### src/rtl/led_pkg.sv
// Shared definitions for the LED pattern generator: mode encodings,
// heartbeat step positions and the per-mode pattern lookup.
package led_pkg;

  typedef enum logic [1:0] {
    MODE_OFF   = 2'd0,
    MODE_ON    = 2'd1,
    MODE_BLINK = 2'd2,
    MODE_HEART = 2'd3
  } mode_e;

  // Steps (out of 8) at which the heartbeat pattern lights the LED.
  localparam logic [2:0] HEART_STEP_A = 3'd0;
  localparam logic [2:0] HEART_STEP_B = 3'd2;

  function automatic logic pattern_bit(input mode_e mode, input logic [2:0] step);
    case (mode)
      MODE_ON:    return 1'b1;
      MODE_BLINK: return ~step[2];
      MODE_HEART: return (step == HEART_STEP_A) || (step == HEART_STEP_B);
      default:    return 1'b0;
    endcase
  endfunction

endpackage

### src/rtl/btn_debounce.sv
// Two-flop synchronizer plus counter debouncer for a bouncing pushbutton;
// emits the debounced level and a one-cycle pulse on its rising edge.
module btn_debounce
  import led_pkg::*;
#(
  parameter int DEB_CYC = 2
) (
  input  logic clk,
  input  logic rst,
  input  logic btn,
  output logic level,
  output logic rise
);

  localparam int CNT_W = (DEB_CYC > 1) ? $clog2(DEB_CYC) : 1;
  localparam logic [CNT_W-1:0] CNT_LAST = CNT_W'(DEB_CYC - 1);

  logic             sync1_q, sync2_q;
  logic [CNT_W-1:0] cnt_q, cnt_d;
  logic             level_q, level_d;
  logic             rise_q, rise_d;

  always_comb begin
    // NOTE: every always_comb output gets a default first so no path leaves it unassigned (no latch).
    cnt_d   = '0;
    level_d = level_q;
    rise_d  = 1'b0;
    // The count only survives while the synchronized input disagrees with the level.
    if (sync2_q != level_q) begin
      if (cnt_q == CNT_LAST) begin
        level_d = sync2_q;
        rise_d  = sync2_q;
      end else begin
        cnt_d = cnt_q + 1'b1;
      end
    end
  end

  always_ff @(posedge clk) begin
    // NOTE: state registers use non-blocking assignments so every flop samples pre-edge values.
    if (!rst) begin
      sync1_q <= 1'b0;
      sync2_q <= 1'b0;
      cnt_q   <= '0;
      level_q <= 1'b0;
      rise_q  <= 1'b0;
    end else begin
      sync1_q <= btn;
      sync2_q <= sync1_q;
      cnt_q   <= cnt_d;
      level_q <= level_d;
      rise_q  <= rise_d;
    end
  end

  assign level = level_q;
  assign rise  = rise_q;

endmodule

### src/rtl/led_pattern_gen.sv
// Button-selectable LED pattern generator (off / on / blink / heartbeat).
// Define LED_PWM_EN to dim the LED with a free-running 4-bit PWM at BRIGHT/16 duty.
module led_pattern_gen
  import led_pkg::*;
#(
  parameter int CLK_HZ  = 50000000,
  parameter int TICK_HZ = 10,
  parameter int DEB_MS  = 10,
  parameter int BRIGHT  = 8
) (
  input  logic       clk,
  input  logic       rst,
  input  logic       btn,
  input  logic       en,
  output logic       led,
  output logic [1:0] mode,
  output logic       tick
);

  localparam int TICK_DIV = CLK_HZ / TICK_HZ;
  localparam int DEB_CYC  = (CLK_HZ / 1000) * DEB_MS;
  localparam int PRESC_W  = (TICK_DIV > 1) ? $clog2(TICK_DIV) : 1;
  localparam logic [PRESC_W-1:0] PRESC_LAST = PRESC_W'(TICK_DIV - 1);

  logic btn_level_unused;
  logic btn_rise;

  btn_debounce #(
    .DEB_CYC (DEB_CYC)
  ) u_btn_debounce (
    .clk   (clk),
    .rst   (rst),
    .btn   (btn),
    .level (btn_level_unused),
    .rise  (btn_rise)
  );

  mode_e              mode_q, mode_d;
  logic [PRESC_W-1:0] presc_q, presc_d;
  logic [2:0]         step_q, step_d;
  logic               led_q, led_d;
  logic               pwm_on;

`ifdef LED_PWM_EN
  logic [3:0] pwm_q, pwm_d;

  assign pwm_d  = pwm_q + 4'd1;
  assign pwm_on = {1'b0, pwm_q} < 5'(BRIGHT);

  always_ff @(posedge clk) begin
    if (!rst) pwm_q <= '0;
    else      pwm_q <= pwm_d;
  end
`else
  logic [4:0] bright_unused;

  assign bright_unused = 5'(BRIGHT);
  assign pwm_on        = 1'b1;
`endif

  always_comb begin
    mode_d  = mode_q;
    presc_d = presc_q;
    step_d  = step_q;
    tick    = en && (presc_q == PRESC_LAST);
    // A mode change restarts the pattern from its first step.
    if (btn_rise) begin
      mode_d  = mode_e'(mode_q + 2'd1);
      presc_d = '0;
      step_d  = '0;
    end else if (en) begin
      presc_d = tick ? '0 : presc_q + 1'b1;
      if (tick) step_d = step_q + 3'd1;
    end
    led_d = en & pattern_bit(mode_q, step_q) & pwm_on;
  end

  always_ff @(posedge clk) begin
    if (!rst) begin
      mode_q  <= MODE_OFF;
      presc_q <= '0;
      step_q  <= '0;
      led_q   <= 1'b0;
    end else begin
      mode_q  <= mode_d;
      presc_q <= presc_d;
      step_q  <= step_d;
      led_q   <= led_d;
    end
  end

  assign led  = led_q;
  assign mode = mode_q;

endmodule

### config.mk
export PLATFORM = sky130hd
export DESIGN_NAME = led_pattern_gen
export DESIGN_NICKNAME = d
export VERILOG_FILES = /design/src/rtl/led_pkg.sv /design/src/rtl/btn_debounce.sv /design/src/rtl/led_pattern_gen.sv
export SDC_FILE = /design/constraint.sdc
export NUM_CORES = 1
export LEC_CHECK = 0
export ABC_AREA = 0
export BUFFER_PORTS_ARGS = -buffer_cell sky130_fd_sc_hd__buf_2
export CAP_MARGIN = 20
export CORE_AREA = 2 2 74 76
export DETAILED_ROUTE_END_ITERATION = 6
export DIE_AREA = 0 0 76 78
export PLACE_DENSITY = 0.69
export SYNTH_ARGS = -nofsm -noshare
export SYNTH_HDL_FRONTEND = slang
export SYNTH_SLANG_ARGS = --single-unit
export TNS_END_PERCENT = 100
### constraint.sdc
create_clock -name clk -period 2.27 [get_ports clk]
set_input_delay 0.454 -clock clk [delete_from_list [all_inputs] [get_ports clk]]
set_output_delay 0.454 -clock clk [all_outputs]
set_load 0.03 [all_outputs]
==> results.tsv, run 1 <==
metric	value	unit
yosysWarnings	0	
seq_power_share	0.622	
postSynthAreaPerCell	8.58	sq um
synth_top_cells_by_count	52 x dfxtp_1, 35 x nor2_1, 22 x a21oi_1	
worstMarginPinSlew	0.506	ns
die_y	78	microns
viasPerCell	5.46	
period_share	0.967	
crit_path_max_incr_delay	0.57	ns
critPathBufInv	1	
yosys.area.top_type_share	0.427	
holdWs	0.350	ns
synth_most_common_cell	dfxtp_1	
power.switching	330	uW
final_util	0.535	
cts_sinks	52	
r2r_end	step_q[2]	
yosys.area_share.xor_xnor	0.0898	
end_kind	output pin	
final_layout_size_suffix_gt1_frac	0.115	
routed_wirelength	4500	microns
synth_seq_cells	52	
crit_arrival	1.74	ns
cellLeakagePower	0.840	nW
diodes	0	
htreeDepth	2	
ys_async_sr_fraction	0	
vias	1998	
reg2reg_slack	0.29	ns
cts_buffers	5	
area_growth	10.8	%
fill_cells	468	
num_io_pins	8	
r2r_start	presc_q[0]	
grt_pass1_vias	1774	
yosys.area_share.simple	0.289	
crit_chain	ha_4 > nand3_4 > or4_4 > nor2_4 > buf_6	
dieArea	0.00593	sq mm
worst_r2r_path_depth	6	
syn_nets	295	
maxSlewViolCount	0	
routedWlPerCell	12.3	microns
critical_path.max_fanout	8	
core-area	0.00504	sq mm
synth_top_family_by_area	simple AND/OR/NAND/NOR gates	
synthDistinctLibCells	36	
multiInputGateArea	0.00133	sq mm
grt_max_degree	18	
internal-power	1.15	mW
setup-tns-final	0	ns
finalClockSkew	0.0163	ns
min_path_type	in2reg	
yosysSeqAreaShare	0.427	
finalWeightedCongestion	0.836	
worstPathRequired	1.82	ns
cp-startpoint	presc_q[0]	
cts_root_buf	clkbuf_8	
cp_num_cells	5	
drt_pass1_iterations	6	
ir_drop	0.280	mV
clkTransAtPathRegs	0.10	ns
hold_violations	0	
critical_path_class	reg2out	
yosys.area_share.adder	0.0359	
setup_viol	0	
period_needed	2.19	ns
power-per-cell-area	548	mW/mm^2
ctsHoldBuffers	0	
track_usage	0.162	
drt_iter0_drc	144	
p_clk_frac	0.354	
syn_inst	284	
synth_compound_area_frac	0.114	
grt_overflow_total	0	
antenna_found_initial	0	
comb_power_share	0.024	
fin_nets	306	
max_cap_violations	0	
synth_area_leaders	dfxtp_1 43%, nor2_1 5.4%, xor2_1 5.0%, a21oi_1 4.5%, xnor2_1 4.0%	
p_sw_frac	0.223	
status	complete, no violations	
clk_latency	0.30	ns
cts_buffer_depth	2	
cts_tree	yes	
synth.area.mux_share	0.00411	
synth_top_cell_by_area	dfxtp_1	
initial_core_util	0.483	
syn_area	0.00244	sq mm
placementRows	26	
io_buffers	7	
drc_errors	0	
die_w	76	microns
setup.worst_path.end	tick	
synth_edf_count	0	
rsz0062_at_grt	false	
max_freq	456	MHz
grt_pass1_wl	7940	microns
cpMaxStageDelayCell	or4_4	
start_kind	register	
synthFlopType	dfxtp_1	
ff_latch_area	0.00105	sq mm
dp_hpwl	3230	microns
maxSlewHeadroom	0.658	
cp_top_family	simple AND/OR/NAND/NOR gates	
drtAntennaViolNets	0	
-- state kept, by name, summed over array words and instances, names as in the netlist --
name and count:
presc_q 23, mode 2, u_btn_debounce.cnt_q 19, u_btn_debounce.level 1
u_btn_debounce.sync1_q 1, led 1, u_btn_debounce.sync2_q 1, u_btn_debounce.rise 1
step_q 3
-- power by group through the flow --
| stage | clock, mW | combinational (mW) | sequential [mW] |
|---|---|---|---|
| floorplan | 0 | 0.0195 | 0.941 |
| global placement | 0 | 0.0299 | 0.942 |
| detailed placement | 0 | 0.0296 | 0.942 |
| CTS | 0.546 | 0.0335 | 0.922 |
| global route | 0.584 | 0.0397 | 0.922 |
| finish | 0.524 | 0.0352 | 0.921 |
-- final cells by class --
type                            count  area share
Inverter                           14      0.0195
Tap cell                           70      0.0324
Clock buffer                        5      0.0255
Clock inverter                      3     0.00788
Multi-Input combinational cell    208       0.493
Sequential cell                    52       0.387
Timing Repair Buffer               14      0.0348
-- how the worst min path moves through the flow --
stage | endpoint | from | cells past startpoint
6_report | u_btn_debounce.sync1_q | btn | 2
5_1_grt | u_btn_debounce.sync1_q | btn | 2
4_1_cts | u_btn_debounce.sync1_q | btn | 2
3_5_place_dp | u_btn_debounce.sync2_q | u_btn_debounce.sync1_q | 1
3_3_place_gp | u_btn_debounce.sync2_q | u_btn_debounce.sync1_q | 1
2_1_floorplan | u_btn_debounce.sync2_q | u_btn_debounce.sync1_q | 1
-- metal layers --
metal	track usage	vias up	share of wire
li1	-	1041	-
met1	0.208	928	0.50
met2	0.266	24	0.46
met3	0.0419	5	0.027
met4	0.0582	0	0.011
met5	0	-	0
-- layout by cell type (no fill, tap or decap), types with 5 or more instances in the layout --
| cell | Yosys | final |
|---|---|---|
| dfxtp_1 | 52 | 50 |
| nor2_1 | 35 | 34 |
| a21oi_1 | 22 | 22 |
| nand2_1 | 17 | 17 |
| nand4_1 | 15 | 15 |
| inv_1 | 14 | 14 |
| xor2_1 | 14 | 14 |
| nand3_1 | 12 | 12 |
| xnor2_1 | 11 | 11 |
| o21ai_0 | 10 | 10 |
| or4_1 | 10 | 9 |
| o31ai_1 | 8 | 8 |
| or3_1 | 7 | 7 |
| buf_4 | 0 | 7 |
| ha_1 | 7 | 6 |
| buf_2 | 5 | 6 |
| and4_1 | 5 | 5 |
| clkbuf_8 | 0 | 5 |
-- timing repair --
action | in CTS | in global routing
gates resized for setup | 7 | 4
buffers inserted | 1 | 0
endpoints found under the setup margin | 1 | 1
-- cell families (layout without fill, tap and decap cells) --
group	Yosys count	in the layout
simple gates	128	128
compound gates	47	47
xor+xnor	25	25
flops	52	52
mux	1	1
fa+ha+maj	7	7
buf+inv	24	36
-- through the flow --
step	power (mW)	instance area, sq um	setup WS (ns)	std cells
5_1_grt	1.55	2700	0.00989	366
4_1_cts	1.50	2690	0.0345	366
3_5_place_dp	0.971	2560	0.186	357
6_report	1.48	2700	0.0756	366
2_1_floorplan	0.960	2440	0.0906	284
3_3_place_gp	0.971	2560	0.226	357
No activity file was read; power rests on OpenSTA's default activity.
==> run 2: changes to the inputs <==
Settings changed: CELL_PAD_IN_SITES_DETAIL_PLACEMENT set to 0, CELL_PAD_IN_SITES_GLOBAL_PLACEMENT set to 2, CORE_AREA 2 2 74 76 to 2 2 84 86, DIE_AREA 0 0 76 78 to 0 0 86 88, PLACE_DENSITY 0.69 to 0.81.
==> run 2 against run 1 <==
Via count rose by 0.25%. Register-to-register slack better by 0.03 ns. Critical endpoint unchanged. Fmax grew 0.63%. Final cell count up 3.0%. Sequential share of layout area shrank 0.56 points. Non-clock buffer count grew 1. Count of clock-buffer cells in the layout increased by 1.
==> results.tsv, run 2 (synthesized netlist as in run 1, its figures left out) <==
metric	value	unit
cp-startpoint	presc_q[1]	
drc_errors	0	
fill_cells	658	
cellLeakagePower	0.853	nW
critical_path_class	reg2out	
largest_reg_flops	23	
status	complete, no violations	
max_cap_violations	0	
rsz0062_at_grt	false	
cts_sinks	52	
cts_tree	yes	
drtAntennaViolNets	0	
hold_violations	0	
die_w	86	microns
routed_wirelength	4970	microns
fin_nets	307	
dp_cells	369	
cts_buffer_depth	2	
cts_buffers	5	
postCtsSetupBuffers	0	
worstPathRequired	1.82	ns
grt_pass1_vias	1751	
routedWlPerCell	13.2	microns
cts_root_buf	clkbuf_8	
end_kind	output pin	
max_freq	459	MHz
drt_iter0_drc	70	
io_buffers	7	
final_util	0.411	
setup_viol	0	
htreeDepth	2	
vias	2003	
min_path_type	in2reg	
viasPerCell	5.31	
grt_max_degree	18	
dieArea	0.00757	sq mm
crit_arrival	1.73	ns
final_layout_size_suffix_gt1_frac	0.111	
setup.worst_path.end	tick	
track_usage	0.140	
finalClockSkew	0.0112	ns
maxSlewViolCount	0	
critical_path.max_fanout	3	
largest_register	presc_q	
reg2reg_slack	0.32	ns
dp_hpwl	3490	microns
maxSlewHeadroom	0.652	
stdcell_count	377	
finalWeightedCongestion	0.780	
area_growth	12.0	%
core-area	0.00664	sq mm
worstMarginPinSlew	0.515	ns
placementRows	30	
grt_pass1_wl	8540	microns
num_io_pins	8	
period_share	0.961	
r2r_start	presc_q[21]	
final_area	0.00273	sq mm
clk_latency	0.31	ns
place_area	0.00259	sq mm
power-per-cell-area	590	mW/mm^2
setup-tns-final	0	ns
drt_pass1_iterations	4	
worst_r2r_path_depth	5	
final_common_cell	dfxtp_1	
reg_top3	presc_q: 23 flops, u_btn_debounce.cnt_q: 19 flops, step_q: 3 flops	
r2r_end	step_q[2]	
ir_drop	0.218	mV
antenna_found_initial	0	
initial_core_util	0.367	
start_kind	register	
die_y	88	microns
layout_common_cells	51 x dfxtp_1, 34 x nor2_1, 22 x a21oi_1, 17 x nand2_1, 15 x nand4_1	
clkTransAtPathRegs	0.10	ns
period_needed	2.18	ns
diodes	0	
grt_overflow_total	0	
[run 2: repair_timing]
| item | CTS | global route |
|---|---|---|
| endpoints found under the setup margin | 1 | 1 |
| hold buffers | 0 | 0 |
| gates resized for setup | 2 | 6 |
| pin swaps | 0 | 2 |
[run 2: metal layers]
metal,vias up,part of all wire,GRT usage,wire length (microns)
met5,-,0,0,0
met4,0,0.012,0.0433,62
met3,5,0.029,0.0311,142
met1,932,0.53,0.200,2620
met2,22,0.43,0.209,2140
li1,1044,-,-,-
[run 2: worst min-delay path by stage]
stage | from | endpoint | cells past startpoint
2_1_floorplan | u_btn_debounce.sync1_q | u_btn_debounce.sync2_q | 1
3_5_place_dp | u_btn_debounce.sync1_q | u_btn_debounce.sync2_q | 1
4_1_cts | btn | u_btn_debounce.sync1_q | 2
5_1_grt | btn | u_btn_debounce.sync1_q | 2
6_report | btn | u_btn_debounce.sync1_q | 2
3_3_place_gp | u_btn_debounce.sync1_q | u_btn_debounce.sync2_q | 1
[run 2: through the flow]
| step | power, mW | setup WS [ns] | hold slack [ns] |
|---|---|---|---|
| after CTS | 1.62 | 0.0253 | 0.337 |
| after floorplan | 0.960 | 0.0906 | 0.412 |
| after global placement | 0.973 | 0.304 | 0.419 |
| final | 1.61 | 0.0894 | 0.344 |
| after detailed placement | 0.973 | 0.267 | 0.433 |
| after global routing | 1.67 | 0.00714 | 0.325 |
[run 2: critical path, stage by stage (launching register included)]
cell and delay, ns:
dfxtp_1 0.41, ha_4 0.16, nand3_2 0.09, or4_4 0.51
nor2_4 0.12, buf_6 0.14
[run 2: layout make-up]
type	instances	area (sq um)	area share
sequential	52	1040	0.382
inverter	14	52.6	0.0192
clock buffer	6	72.6	0.0266
clock inverter	2	38.8	0.0142
multi-input combinational	208	1320	0.484
timing repair buffer	15	101	0.0371
tap	80	100	0.0367
[run 2: report_power, final]
group          internal [mW]  switching (mW)  leakage (nW)
clock                  0.334           0.323        0.0558
sequential             0.917         0.00530         0.420
combinational         0.0117          0.0198         0.378
